`src/rtl/hazard_stall_controller.sv`:
```
// Load-use / memory-wait stall controller for the 5-stage MIPS pipeline.
// Mealy outputs; state, counters and the sticky timeout flag update on clk.
module hazard_stall_controller #(
    parameter int REG_W       = 5,
    parameter int LOAD_LAT    = 1,
    parameter int ZERO_EXCL   = 1,
    parameter int MEM_TIMEOUT = 255,
    parameter int CNT_W       = 16
) (
    input  logic             clk,
    input  logic             reset,
    input  logic             IDEXMEMRead,
    input  logic [REG_W-1:0] IDEXRt,
    input  logic [REG_W-1:0] IFIDRs,
    input  logic [REG_W-1:0] IFIDRt,
    input  logic             IFIDUsesRt,
    input  logic             branchTaken,
    input  logic             memReq,
    input  logic             memReady,
    output logic             PCWrite,
    output logic             IFDWrite,
    output logic             muxSelect,
    output logic             IFFlush,
    output logic             EXMEMWrite,
    output logic             memError,
    output logic [CNT_W-1:0] stallCount
);
    // state    | meaning
    // RUN      | normal flow, hazards and branches evaluated
    // LU_STALL | remaining load-use bubbles, lu_cnt = bubbles left incl. this one
    // MEM_WAIT | whole pipe frozen on data memory, ret_state resumes on memReady
    typedef enum logic [1:0] {RUN, LU_STALL, MEM_WAIT} state_t;

    localparam int LU_W   = (LOAD_LAT > 1) ? $clog2(LOAD_LAT) : 1;
    localparam int WAIT_W = $clog2(MEM_TIMEOUT + 1);

    state_t            state, state_nxt, ret_state, ret_nxt, act;
    logic [LU_W-1:0]   lu_cnt, lu_nxt;
    logic [WAIT_W-1:0] wait_cnt, wait_nxt;
    logic              haz, freeze, err_set;
    logic              pc_w, ifd_w, mux, flush, exm_w;

    assign haz = IDEXMEMRead && !((ZERO_EXCL != 0) && (IDEXRt == '0))
                 && ((IDEXRt == IFIDRs) || (IFIDUsesRt && (IDEXRt == IFIDRt)));

    always_comb begin
        pc_w      = 1'b1;
        ifd_w     = 1'b1;
        mux       = 1'b0;
        flush     = 1'b0;
        exm_w     = 1'b1;
        state_nxt = state;
        ret_nxt   = ret_state;
        lu_nxt    = lu_cnt;
        wait_nxt  = wait_cnt;
        err_set   = 1'b0;
        act       = state;
        freeze    = 1'b0;

        // On release from MEM_WAIT the cycle is handled as the interrupted state
        if (state == MEM_WAIT) begin
            if (!memReady) begin
                freeze = 1'b1;
            end else begin
                act      = ret_state;
                wait_nxt = '0;
            end
        end else if (memReq && !memReady) begin
            freeze = 1'b1;
        end

        if (freeze) begin
            pc_w      = 1'b0;
            ifd_w     = 1'b0;
            exm_w     = 1'b0;
            state_nxt = MEM_WAIT;
            if (state != MEM_WAIT) begin
                ret_nxt  = state;
                wait_nxt = WAIT_W'(1);
            end else if (wait_cnt < WAIT_W'(MEM_TIMEOUT)) begin
                wait_nxt = wait_cnt + 1'b1;
            end
            err_set = (wait_nxt == WAIT_W'(MEM_TIMEOUT));
        end else if (act == LU_STALL) begin
            pc_w      = 1'b0;
            ifd_w     = 1'b0;
            mux       = 1'b1;
            lu_nxt    = lu_cnt - 1'b1;
            state_nxt = (lu_cnt == LU_W'(1)) ? RUN : LU_STALL;
        end else begin
            state_nxt = RUN;
            if (haz) begin
                pc_w  = 1'b0;
                ifd_w = 1'b0;
                mux   = 1'b1;
                if (LOAD_LAT > 1) begin
                    state_nxt = LU_STALL;
                    lu_nxt    = LU_W'(LOAD_LAT - 1);
                end
            end else if (branchTaken) begin
                flush = 1'b1;
            end
        end
    end

    assign PCWrite    = reset | pc_w;
    assign IFDWrite   = reset | ifd_w;
    assign muxSelect  = !reset & mux;
    assign IFFlush    = !reset & flush;
    assign EXMEMWrite = reset | exm_w;

    always_ff @(posedge clk or posedge reset) begin
        if (reset) begin
            state      <= RUN;
            ret_state  <= RUN;
            lu_cnt     <= '0;
            wait_cnt   <= '0;
            memError   <= 1'b0;
            stallCount <= '0;
        end else begin
            state     <= state_nxt;
            ret_state <= ret_nxt;
            lu_cnt    <= lu_nxt;
            wait_cnt  <= wait_nxt;
            if (err_set) memError <= 1'b1;
            if (!PCWrite && (stallCount != '1)) stallCount <= stallCount + 1'b1;
        end
    end
endmodule
```
`config.mk`:
```
export PLATFORM = sky130hd
export DESIGN_NAME = hazard_stall_controller
export DESIGN_NICKNAME = d
export VERILOG_FILES = /design/src/rtl/hazard_stall_controller.sv
export SDC_FILE = /design/constraint.sdc
export NUM_CORES = 1
export LEC_CHECK = 0
export ABC_AREA = 1
export BUFFER_PORTS_ARGS = -buffer_cell sky130_fd_sc_hd__buf_2
export CAP_MARGIN = 25
export CORE_AREA = 5 5 91 93
export CTS_BUF_LIST = sky130_fd_sc_hd__clkbuf_4
export DETAILED_ROUTE_END_ITERATION = 10
export DIE_AREA = 0 0 96 98
export SYNTH_ARGS = -nofsm -noshare
export SYNTH_HDL_FRONTEND = slang
export SYNTH_SLANG_ARGS = --single-unit
```
`constraint.sdc`:
```
create_clock -name clk -period 2.3 [get_ports clk]
set_input_delay 0.46 -clock clk [delete_from_list [all_inputs] [get_ports clk]]
set_output_delay 0.46 -clock clk [all_outputs]
set_load 0.1 [all_outputs]
```
Word level (Yosys, flattened, before mapping):

Index checks and enable logic that the tools add are counted.

* $add $sub $neg: 3
* multiply operators: 0
* divide/modulo/power cells: 0
* order comparisons: 1
* equal/unequal tests: 7
* shift operators: 0
* muxes and demuxes: 26
* bitwise gates (word level): 5
* reduce and logical (&&, ||, !) cells: 13

Operators by type and width (number)
* $mux W8: 6
* $mux W1: 17
* $add A16 B1 Y16 const B: 1
* $ne A16 B16 Y1 const B: 1
* $eq A5 B5 Y1: 2
* $add A8 B1 Y8 const B: 1
* $eq A8 B8 Y1 const B: 1
* $lt A8 B8 Y1 const B: 1
* $mux W2: 3
* $logic_and A1 B1 Y1: 5
* $logic_not A5 Y1: 1
* $logic_not A1 Y1: 4
* $reduce_and A2 Y1: 2
* $and A1 B1 Y1: 2
* $eq A2 B1 Y1 const B: 1
* $eq A2 B2 Y1 const B: 1
* $ne A2 B2 Y1 const B: 1
* $or A1 B1 Y1: 2
* $logic_or A1 B1 Y1: 1
* $not A1 Y1: 1
* $sub A1 B1 Y1 const B: 1

* register bits: 30
* bits in latches: 0
* RAM bits: 0
* ROM bits: 0
* output and inout bits: 22
* memories: 0

Logic depth before layout (Yosys ltp):

Gate-level depths: netlist (run 1).

* depth in word-level cells: 10
* mapped depth: 13

Least setup slack after synthesis (run 1):

Ideal clock, no wire load.

* path type: reg2out
* from: register state[1]
* to: output muxSelect
* arrival time: 3243 ps
* slack: -1403 ps
* stages on the path, launching flop included: 8
* path through: dfrtp_1 -> nand2_2 -> inv_2 -> nor2_1 -> or2_1 -> buf_6 -> clkinv_1 -> a211oi_1

* elaborated cells between the ends (all ways): 8
* those cells by class: 2 x eq/ne; 5 x mux; 1 x bitwise

RTL lines
* start: declaration: RTL line 37 `state_t state, state_nxt, ret_state, ret_nxt, act;`
* start signal: assignment: RTL line 121 `state <= state_nxt;`
* $eq A2 B2 Y1: RTL line 61 `if (state == MEM_WAIT) begin`
* $mux W1: RTL line 61
* via freeze: RTL line 40 `logic haz, freeze, err_set;`
* $mux W1: RTL line 72 `if (freeze) begin`
* $and A1 B1 Y1: RTL line 108 `assign muxSelect = !reset & mux;`
* end: declaration: RTL line 22 `output logic muxSelect,`

The timed path passes the listed nets, and every way through them passes these cells.

Worst setup path in the final report (run 1):

* from: register state[1]
* to: output IFFlush

* cells in the longest elaborated chain, start to end: 6
* elaborated cells between the ends (all ways): 8
* those cells by class: 2 x eq/ne; 5 x mux; 1 x bitwise

RTL lines
* $eq A2 B2 Y1 or $mux W2 (tied branches): RTL line 61, 62
* $mux W2: RTL line 61
* $eq A2 B1 Y1: RTL line 84 `end else if (act == LU_STALL) begin`
* $mux W1: RTL line 84
* $mux W1 (*): RTL line 72
* $and A1 B1 Y1 (*): RTL line 109 `assign IFFlush = !reset & flush;`
* end: declaration: RTL line 23 `output logic IFFlush,`

Mark *: on every way between the ends. The rest lies on a longest branch, timed or not.

==> run metrics, run 1 <==
status=finished clean; Crit path required time=1.84 ns; LEAKAGE=1.48 nW; core footprint=7450 sq um; post-route antenna net violation count=0; largest net degree at the start of global routing=32; maximum clock rate=0.448 GHz; Crit Path Category=reg2out; vias in the first global route=1970; WL per Instance=10.3 um; Final setup violation count=0; ranking of synthesized cells by area=dfrtp_1 (35%), nand2_1 (20%), inv_1 (7.6%); DR vias=2117; RSZ-0062 raised after global routing=true; area leader, netlist=dfrtp_1; row count=32; initial DRC count=59; I/O Buffers=43; clock latency on the worst-skew pair=0.35 ns; chip width=96 um; Post-Syn Area=2130 sq um; final hold violation count=0; Die Area=9410 sq um; final hold slack=0.0680 ns; max-cap violation count=0; cell count after placement=463; Netlist cell types=31; Final #Nets=400; First-pass DRT Iterations=4; Post-Synthesis Cells=320; number of CTS-inserted buffers=5; H-tree levels=2; DRT Wirelength=4950 um; GR Overflow Total=0; worst-case clock buffer depth=2; Max Slew Vio Count=0; Top-Level Pins=44; Antenna Cells=0; worst path arrival time=1.77 ns; Critical Path End Type=output pin; CTS root buf=clkbuf_4; r2r endpoint=stallCount[14]; Area growth, synth to finish=28.5%; initial core utilization=0.286; #FFs+latches synth=30; Vias per Instance=4.42; Compound-Gate Fraction of Synth Area=0.0428; FF-to-FF Start=state[0]; main combinational cell family by area after synthesis=simple AND/OR/NAND/NOR gates; adder-cell area share of the yosys netlist=0.0117; EDFF count, synth=0; DRC viols=0; Final HPWL DP=3850 um; Global Route Usage Sum=0.111; share of layout cells above drive strength 1=0.244; Avg Cell Area, Syn=6.67 sq um; first-pass GRT wire length=8500 um; Synth Flop Type=dfrtp_1; hold_buf cts=0; Min Clock Period, post-route=2.23 ns; CTS tree=done; Reg2Reg Setup Slack=0.40 ns; CTS sink cnt=30; Power Density=655 nW/um^2; fill count=825; simple-gate area share of the yosys netlist=0.438; mux contribution to synthesized area=0; Rel. slew slack=0.666; Peak VDD IR=0.301 mV; Vert. Die Dim=98 um; initial antenna violation count=0; CP Launch Type=register; fin crit share=0.972; Layout Skew=0.0156 ns; Synthesis Warnings=0; gpl congestion=0.808; Post-Synth XOR/XNOR Area=0.0411; fin cells=479; FFs w/ async S/R, synth=1.00; Reg2Reg Depth=15; post-synthesis net count=344; Synth top area share=0.352; Hold Path Class=in2async; worst-margin pin slew=0.505 ns; Seq/Total Area, Yosys=0.352; clk slew on worst S/H paths=0.11 ns; Worst Path Max Fanout=3
==> power by group <==
| group | switching (mW) | total [mW] | internal [mW] |
|---|---|---|---|
| Clock | 0.203 | 0.538 | 0.335 |
| Combinational | 0.465 | 0.617 | 0.152 |
| Sequential | 0.0607 | 0.640 | 0.579 |
| Total | 0.729 | 1.80 | 1.07 |
==> area by class of cell <==
type                    count  area (sq um)  area share
multi-input cells         233          1180       0.431
inverters                  49           185      0.0675
flip-flops and latches     30           751       0.274
clock inverters             3          63.8      0.0233
well taps                 102           128      0.0466
clock buffers               5          37.5      0.0137
repair buffers             57           395       0.144
==> placed cells by master, fill, tap and decap left out <==
cell type and instances:
a211oi_4 1, a21oi_1 4, a22oi_1 1, buf_12 5
buf_2 38, buf_4 14, bufinv_16 2, clkbuf_4 5
clkinv_1 1, clkinv_2 1, dfrtp_1 30, ha_1 2
inv_1 39, inv_2 9, nand2_1 106, nand2_2 4
nand2_4 3, nand3_1 22, nand3_2 4, nand3_4 2
nand4_1 20, nor2_1 38, nor2_2 1, nor2_4 1
nor3_1 2, nor3b_4 1, o211ai_1 1, o21ai_0 4
o21ai_1 3, o22ai_1 1, o31ai_1 1, or2_4 1
xnor2_1 4, xor2_1 6
==> synthesized netlist by cell type (4+ instances only) <==
cell type,n
xor2_1,6
nor2_1,38
buf_2,4
o21ai_0,6
inv_2,5
a21oi_1,4
nand3_2,4
nand4_1,20
dfrtp_1,30
nand2_1,111
inv_1,43
nand3_1,22
xnor2_1,4
==> stage by stage <==
step	setup WS, ns	TNS [ns]	util	cell area [sq um]	total power [mW]
final	0.0654	0	0.368	2740	1.80
after global routing	-0.0448	-0.0854	0.368	2740	1.89
after CTS	0.00176	0	0.362	2700	1.81
after detailed placement	0.214	0	0.345	2570	1.26
after global placement	0.243	0	0.345	2570	1.25
after floorplan	-0.177	-0.220	-	2170	1.12
==> how the worst max path moves through the flow <==
stage	from	end	slack (ns)	cells after the start
6_report	state[1]	IFFlush	0.07	10
5_1_grt	state[1]	IFFlush	-0.04	10
4_1_cts	state[1]	IFFlush	0.002	10
3_5_place_dp	IDEXRt[1]	IFFlush	0.21	11
3_3_place_gp	IDEXRt[1]	IFFlush	0.24	11
2_1_floorplan	state[1]	IFFlush	-0.18	10
==> state kept, by name, summed over array words and instances, names as in the netlist <==
register    count
lu_cnt          1
memError        1
ret_state       2
stallCount     16
state           2
wait_cnt        8
==> critical path, cell delays in order (launching register included) <==
cell and delay [ns]:
dfrtp_1 0.42, nand2_2 0.10, inv_2 0.06, nand2_4 0.06, inv_2 0.04, nand2_2 0.05
nand2_2 0.07, nand2_4 0.09, nand3_4 0.11, nor3b_4 0.24, buf_12 0.20
==> routing by layer <==
layer | part of all wire | global-route usage | vias up | wire length [um]
li1 | - | - | 1125 | -
met4 | 0.016 | 0.0394 | 0 | 80
met3 | 0.044 | 0.0293 | 6 | 216
met5 | 0 | 0 | - | 0
met2 | 0.45 | 0.182 | 36 | 2230
met1 | 0.49 | 0.140 | 950 | 2420
==> kinds of logic after synthesis <==
family / count (synthesis)
and+or+nand+nor: 205
AOI/OAI and AO/OA: 16
buffers and inverters: 57
DFF: 30
adders and majority gates: 2
xor gates and xnor gates: 10
==> what timing repair did <==
action	in CTS	in global routing
buffers inserted	4	4
pin swaps	5	5
setup endpoints to repair	4	4
hold endpoints to repair	0	0
gates resized for setup	1	5
No activity file was read; power rests on OpenSTA's default activity.
==> run 2: changes to the inputs <==
Settings changed: CTS_BUF_LIST sky130_fd_sc_hd__clkbuf_4 to not set.
Clock period 2.3 ns to 1.9 ns, I/O delays scaled along.
==> run 2 against run 1 <==
  * The run now ends with setup timing left
  * Largest power group is now combinational logic
  * Clock skew decreased by 0.0085 ns
  * Sequential share of layout area decreased by 0.76 points
  * Non-clock buffer count rose by 13
  * Worst hold slack got worse by 0.0088 ns
  * Clock-buffer cell count rose by 2
  * Via count increased by 5.7%
  * Final cell count increased by 2.7%
  * Critical endpoint is now PCWrite
  * First-iteration DRC count is 32% higher
==> run metrics, run 2 (synthesis results as in run 1) <==
CP max stage cell=dfrtp_1; Min Clock Period, post-route=2.06 ns; Top Registers=stallCount: 16 flops, wait_cnt: 8 flops; CTS tree=done; Crit Path Category=reg2out; most frequent cells in the layout=nand2_1 (106), inv_1 (42), buf_2 (38); CP delay by family, top=buffers and inverters; chip width=96 um; Final HPWL DP=4200 um; Top-Level Pins=44; number of CTS-inserted buffers=5; max reg flops=16; Rel. slew slack=0.672; Largest Register=stallCount; I/O Buffers=43; Power Density=737 nW/um^2; CP Launch Type=register; CP peak stage delay=0.37 ns; DRC viols=0; r2r endpoint=memError; DR vias=2237; Peak VDD IR=0.251 mV; Final #Nets=413; Area growth, synth to finish=35.2%; GR Overflow Total=0; WL per Instance=11.5 um; Vias per Instance=4.55; Layout Skew=0.00709 ns; post-route antenna net violation count=0; worst-case clock buffer depth=2; failing checks=setup timing; CTS root buf=clkbuf_8; status=finished with violations; vias in the first global route=2153; CP Cell Sequence=inv_2 > nand2_2 > inv_2 > nand2_4 > inv_2 > nand2_2 > nand2_2 > nand2_4 > nand3_4 > buf_6 > nand2_8 > buf_12; worst setup margin=-0.157 ns; initial DRC count=78; final hold slack=0.0592 ns; gpl congestion=0.836; share of layout cells above drive strength 1=0.305; Antenna Cells=0; Reg2Reg Depth=16; Vert. Die Dim=98 um; fin cells=492; Critical Path End Type=output pin; LEAKAGE=1.51 nW; DRT Wirelength=5640 um; FF-to-FF Start=state[0]; fin crit share=1.08; pre-CTS WS=-0.114 ns; H-tree levels=2; Crit path required time=1.52 ns; Final setup violation count=6; RSZ-0062 raised after global routing=true; first-pass GRT wire length=9760 um; row count=32; worst path arrival time=1.68 ns; First-pass DRT Iterations=4; Final Power=2.13 mW; initial core utilization=0.286; commonest non-fill, non-tap cell in the layout=nand2_1; core footprint=7450 sq um; initial antenna violation count=0; Global Route Usage Sum=0.128; Die Area=9410 sq um; largest net degree at the start of global routing=22; CTS sink cnt=30; Max Slew Vio Count=0; max-cap violation count=0; maximum clock rate=0.486 GHz; Worst Path Max Fanout=3; final hold violation count=0; Hold Path Class=in2async; worst-margin pin slew=0.496 ns; clk slew on worst S/H paths=0.07 ns; Reg2Reg Setup Slack=-0.08 ns; cell count after placement=470; Fin Setup TNS=-0.785 ns; CP bufs+invs=5; clock latency on the worst-skew pair=0.29 ns
run 2: changes by cell type in the layout (fill, tap and decap cells not counted), sizes merged:
cell	previous run	this run
clkbuf	5	7
bufinv	2	0
buf	57	70
run 2: how the worst max path moves through the flow:
stage / from / end / slack, ns / cells past startpoint
after floorplan: state[1] / IFFlush / -0.50 / 10
after global placement: IDEXRt[0] / IFFlush / -0.07 / 9
after detailed placement: IDEXRt[0] / IFFlush / -0.11 / 9
after CTS: state[0] / PCWrite / -0.18 / 12
after global routing: state[0] / IFDWrite / -0.26 / 12
final: state[0] / PCWrite / -0.16 / 12
run 2: final cells by class:
cell class | count | area (sq um)
sequential | 30 | 768
clock inverter | 1 | 5.00
inverter | 49 | 189
tap | 102 | 128
timing repair buffer | 70 | 504
fill | 793 | 4560
clock buffer | 7 | 86.3
multi-input combinational | 233 | 1200
run 2: routing by layer:
metal | global-route usage | share of wire | vias up
met2 | 0.211 | 0.50 | 41
li1 | - | - | 1145
met5 | 0 | 0 | -
met4 | 0.0317 | 0.014 | 0
met3 | 0.0385 | 0.047 | 8
met1 | 0.161 | 0.44 | 1043
run 2: repair_timing:
action,in CTS,in global routing
hold buffers,0,0
endpoints found under the setup margin,5,17
pin swaps,5,5
resized for setup,7,8
buffers inserted,11,3
run 2: per-stage QoR:
step / util / area, sq um
2_1_floorplan: - / 2210
3_3_place_gp: 0.355 / 2650
3_5_place_dp: 0.355 / 2650
4_1_cts: 0.381 / 2840
5_1_grt: 0.387 / 2890
6_report: 0.387 / 2890
run 2: where the power goes:
part,switching (mW),leakage (nW),internal (mW)
clock,0.256,0.0482,0.292
combinational,0.583,1.09,0.213
sequential,0.0714,0.378,0.710
